`src/rtl/rr_arb_pkg.sv`:
```
// Shared types and constants for the four-way round-robin arbiter.
package rr_arb_pkg;

  typedef enum logic {
    ST_IDLE = 1'b0,
    ST_BUSY = 1'b1
  } state_e;

  localparam int NUM_REQ      = 4;
  localparam int IDX_W        = 2;
  localparam int HOLD_MAX_DEF = 255;

endpackage

```
`src/rtl/decoder2_4.sv`:
```
// 2-to-4 one-hot decoder.
module decoder2_4 (
  input  logic [1:0] i,
  output logic [3:0] o
);

  always_comb begin
    o = 4'b0000;
    unique case (i)
      2'd0: o = 4'b0001;
      2'd1: o = 4'b0010;
      2'd2: o = 4'b0100;
      2'd3: o = 4'b1000;
      default: o = 4'b0000;
    endcase
  end

endmodule

```
`src/rtl/rr_arbiter4.sv`:
```
// Four-requester round-robin arbiter, registered grant, no preemption.
// Define ARB_TIMEOUT_EN to force release after HOLD_MAX busy cycles.
module rr_arbiter4
  import rr_arb_pkg::*;
#(
  parameter int HOLD_MAX = HOLD_MAX_DEF,
  parameter int CNT_W    = 8
) (
  input  logic                 clk,
  input  logic                 reset_p,
  input  logic [NUM_REQ-1:0]   req,
  output logic [NUM_REQ-1:0]   grant,
  output logic [IDX_W-1:0]     grant_idx,
  output logic                 grant_valid,
  output logic                 timeout
);

  if (2**CNT_W <= HOLD_MAX) begin : g_bad_cfg
    $error("rr_arbiter4: CNT_W too narrow for HOLD_MAX");
  end

  state_e           state_q, state_d;
  logic [IDX_W-1:0] idx_q, idx_d;
  logic [IDX_W-1:0] ptr_q, ptr_d;
  logic [3:0]       dec_raw;
  logic             hold_exp;

  // First set bit at ptr+1 .. ptr+4; later offsets are overwritten by earlier.
  function automatic logic [IDX_W-1:0] rr_pick(
    input logic [NUM_REQ-1:0] r,
    input logic [IDX_W-1:0]   p
  );
    logic [IDX_W-1:0] k;
    rr_pick = p;
    for (int s = NUM_REQ; s >= 1; s--) begin
      k = p + IDX_W'(s);
      if (r[k]) rr_pick = k;
    end
  endfunction

`ifdef ARB_TIMEOUT_EN
  logic [CNT_W-1:0] cnt_q, cnt_d;
  logic             tmo_q;

  assign hold_exp = (state_q == ST_BUSY) && req[idx_q]
                 && (cnt_q == CNT_W'(HOLD_MAX - 1));
  assign cnt_d    = (state_q == ST_BUSY) ? cnt_q + 1'b1 : '0;

  always_ff @(posedge clk or posedge reset_p) begin
    if (reset_p) begin
      cnt_q <= '0;
      tmo_q <= 1'b0;
    end else begin
      cnt_q <= cnt_d;
      tmo_q <= hold_exp;
    end
  end

  assign timeout = tmo_q;
`else
  assign hold_exp = 1'b0;
  assign timeout  = 1'b0;
`endif

  always_comb begin
    state_d = state_q;
    idx_d   = idx_q;
    ptr_d   = ptr_q;
    unique case (state_q)
      ST_IDLE: begin
        if (|req) begin
          idx_d   = rr_pick(req, ptr_q);
          state_d = ST_BUSY;
        end
      end
      ST_BUSY: begin
        if (!req[idx_q] || hold_exp) begin
          ptr_d   = idx_q;
          state_d = ST_IDLE;
        end
      end
      default: state_d = ST_IDLE;
    endcase
  end

  always_ff @(posedge clk or posedge reset_p) begin
    if (reset_p) begin
      state_q <= ST_IDLE;
      idx_q   <= '0;
      ptr_q   <= IDX_W'(NUM_REQ - 1);
    end else begin
      state_q <= state_d;
      idx_q   <= idx_d;
      ptr_q   <= ptr_d;
    end
  end

  decoder2_4 u_dec (
    .i (idx_q),
    .o (dec_raw)
  );

  assign grant_valid = (state_q == ST_BUSY);
  assign grant_idx   = idx_q;
  assign grant       = dec_raw & {NUM_REQ{grant_valid}};

endmodule

```
`config.mk`:
```
export PLATFORM = sky130hd
export DESIGN_NAME = rr_arbiter4
export DESIGN_NICKNAME = d
export VERILOG_FILES = /design/src/rtl/rr_arb_pkg.sv /design/src/rtl/decoder2_4.sv /design/src/rtl/rr_arbiter4.sv
export SDC_FILE = /design/constraint.sdc
export NUM_CORES = 1
export LEC_CHECK = 0
export CORE_AREA = 2 2 39 41
export DETAILED_ROUTE_END_ITERATION = 7
export DIE_AREA = 0 0 41 43
export HOLD_SLACK_MARGIN = 0.12
export PLACE_DENSITY = 0.63
export SLEW_MARGIN = 40
export SYNTH_ARGS = -nofsm -noshare
export SYNTH_HDL_FRONTEND = slang
export SYNTH_SLANG_ARGS = --single-unit
export TNS_END_PERCENT = 50
```
`constraint.sdc`:
```
create_clock -name clk -period 1 [get_ports clk]
set_input_delay 0.15 -clock clk [delete_from_list [all_inputs] [get_ports clk]]
set_output_delay 0.15 -clock clk [all_outputs]
set_load 0.02 [all_outputs]
```
==> run metrics <==
status=finished with violations; failing checks=setup timing; Crit path largest cell delay=0.43 ns; antenna cells=0; DRC=0; input/output buffers=12; maximum vdd drop=0.8881 mV; Die Area=0.001763 mm2; DR pass1 iterations=2; count leader, synth=nand2_1; Synth Cell Area=365.4 um2; flops & latches, synth=5; area delta synth->final=86.99%; vias in the first global route=391; largest net degree at the start of global routing=7; Critical Path AT=1.46 ns; CTS tree=built; max-slew violations=0; Commonest cells post-synth=nand2_1, inv_1, dfrtp_1, nor2_1, o21ai_0; footprint of the multi-input gates=232.7 um2; Top Family by Delay on Critical Path=compound AO/OA/AOI/OAI gates; Final Setup Violations=11; CP cell instances=buf_6 > mux2i_4 > o211a_1 > a22o_1; Vias=413; Antenna Violating Nets Remaining=0; utilization after layout=49.37%; Die Y-Extent=43 um; # fillers=145; CP bufs+invs=1; Synth top area share=20.55%; hold crit path type=flip-flop to flip-flop; hpwl dp=710.5 um; P_leak=0.3107 nW; vias per cell=4.640; yosys warns=0; fin crit period=1.297 ns; CTS root buf=clkbuf_4; clock latency on the worst-skew pair=0.23 ns; Crit Path Class=flip-flop to flip-flop; FMAX=0.7712 GHz; setup TNS=-2.095 ns; Final nets=80; CP max stage cell=dfrtp_2; ys async rst share=100.0%; Netlist cell types=24; Worst Setup Start Kind=flip-flop; P per Cell Area=3227 mW/mm2; sequential cell area=130.1 um2; initial antenna violation count=0; sequential share of the synthesized area=34.93%; Mapped Nets=49; Final WS setup=-0.2968 ns; clock skew=0.002444 ns; IO Count=14; core footprint=0.001384 mm2; ranking of synthesized cells by area=dfrtp_1, dfstp_2, nand2_1; post-synth top area cell=dfrtp_1; Max-Cap Viols=0; layout cell share with drive strength beyond 1=52.05%; initial core utilization=26.40%; RD Place Congestion=0.7359; CTS max path bufs=2; Syn Area/Cell=8.497 um2; Final period util=129.7%; CTS H-tree lvls=1; RSZ-0062 raised after global routing=yes; Crit Path Max Fanout=5; clk sinks=5; global-route wire length before repair=1.552 mm; Final Hold Viols=0; Post-Route WL=900 um; # rows=14; Gate Count Post-Synth=43; ys flop type=dfrtp_1; die width=41 um; Num CTS Buffers=3; routed len/inst=10.11 um; drt initial violations=2; global route total overflow=0; number of synthesized flops with an enable pin=0; Total Routing Usage GR=12.51%; CP endpoint kind=flip-flop; Clock transition at path regs=0.04 ns; Req. time, crit path=1.16 ns
-- cell type report --
type                       count  share of cell area [%]
inverter                       4                   2.198
sequential                     5                   19.05
multi-input combinational     32                   34.07
tap                           16                   2.930
clock buffer                   4                   3.846
timing repair buffer          28                   37.91
-- registers in the layout, summed over array words and instances, names as in the netlist --
| register | cells |
|---|---|
| grant_idx | 2 |
| grant_valid | 1 |
| ptr_q | 2 |
-- worst reg2reg max path, stage by stage, from the launching register on --
cell	delay, ns
dfrtp_2	0.43
buf_6	0.14
mux2i_4	0.18
o211a_1	0.26
a22o_1	0.22
-- cell usage in the layout, fill, tap and decap left out, drive strengths merged --
cell type      synthesis  layout
buf                    2      22
o21a                   1       1
a31o                   1       1
nand2b                 2       2
o21ai                  3       3
dlygate4sd3            0       1
conb                   1       1
a22o                   1       1
and3                   2       2
o221ai                 2       2
nor3b                  1       1
clkdlybuf4s50          0       5
a31oi                  3       3
o211a                  1       1
nor2                   3       3
clkbuf                 0       4
dfstp                  2       2
o211ai                 1       1
inv                    4       4
dfrtp                  3       3
nand3                  2       2
a21oi                  1       1
mux2i                  1       1
nand2                  6       6
-- layer usage --
layer / up-vias / wire length [um] / track usage, %
li1: 212 / - / -
met1: 189 / 400 / 16.34
met2: 12 / 447 / 20.31
met3: 0 / 51 / 3.141
met4: 0 / 0 / 2.000
met5: - / 0 / 0
-- per-stage QoR --
stage               setup slack (ns)  power [mW]  cells  hold WS [ns]  instance area [um2]
floorplan                    -0.2592       1.137     43      -0.07300                371.6
global placement             -0.3749       1.663     79        0.3594                568.0
global route                 -0.3863       2.399     89        0.5900                683.2
finish                       -0.2968       2.204     89        0.5508                683.2
CTS                          -0.3058       2.059     88        0.5537                645.6
detailed placement           -0.4056       1.674     79        0.3506                568.0
-- repair_timing --
action,in CTS,in global routing
setup endpoints to repair,12,12
hold buffers,1,0
buffers inserted,4,1
resized for setup,40,10
hold endpoints to repair,3,0
pin swaps,5,2
-- cell families (layout without fill, tap and decap cells) --
family / count (synthesis) / count (layout) / synth area share (%)
other: 1 / 1 / 1.026
AO/OA/AOI/OAI: 14 / 14 / 28.77
AND/OR/NAND/NOR: 16 / 16 / 22.26
buffers and inverters: 6 / 36 / 9.246
flip-flops: 5 / 5 / 34.93
multiplexers: 1 / 1 / 3.766
-- final timing paths --
check / end / depth (start not counted) / from / slack, ns
setup / recovery: ptr_q[0] / 4 / grant_idx[0] / -0.30
max in group asynchronous: ptr_q[1] / 3 / reset_p / 0.10
hold reg to reg: grant_idx[0] / 2 / ptr_q[0] / 0.55
min in group asynchronous: grant_valid / 3 / reset_p / 0.67
setup reg to reg: ptr_q[0] / 4 / grant_idx[0] / -0.30
hold / removal: grant_idx[0] / 2 / ptr_q[0] / 0.55
-- power breakdown --
group          leakage [nW]  internal, mW  switching [mW]
registers            0.0535         0.350           0.135
logic                 0.242         0.858           0.639
clock network        0.0150         0.150          0.0722
total                 0.311          1.36           0.846
Note: power is estimated with default switching activity, not from simulation.
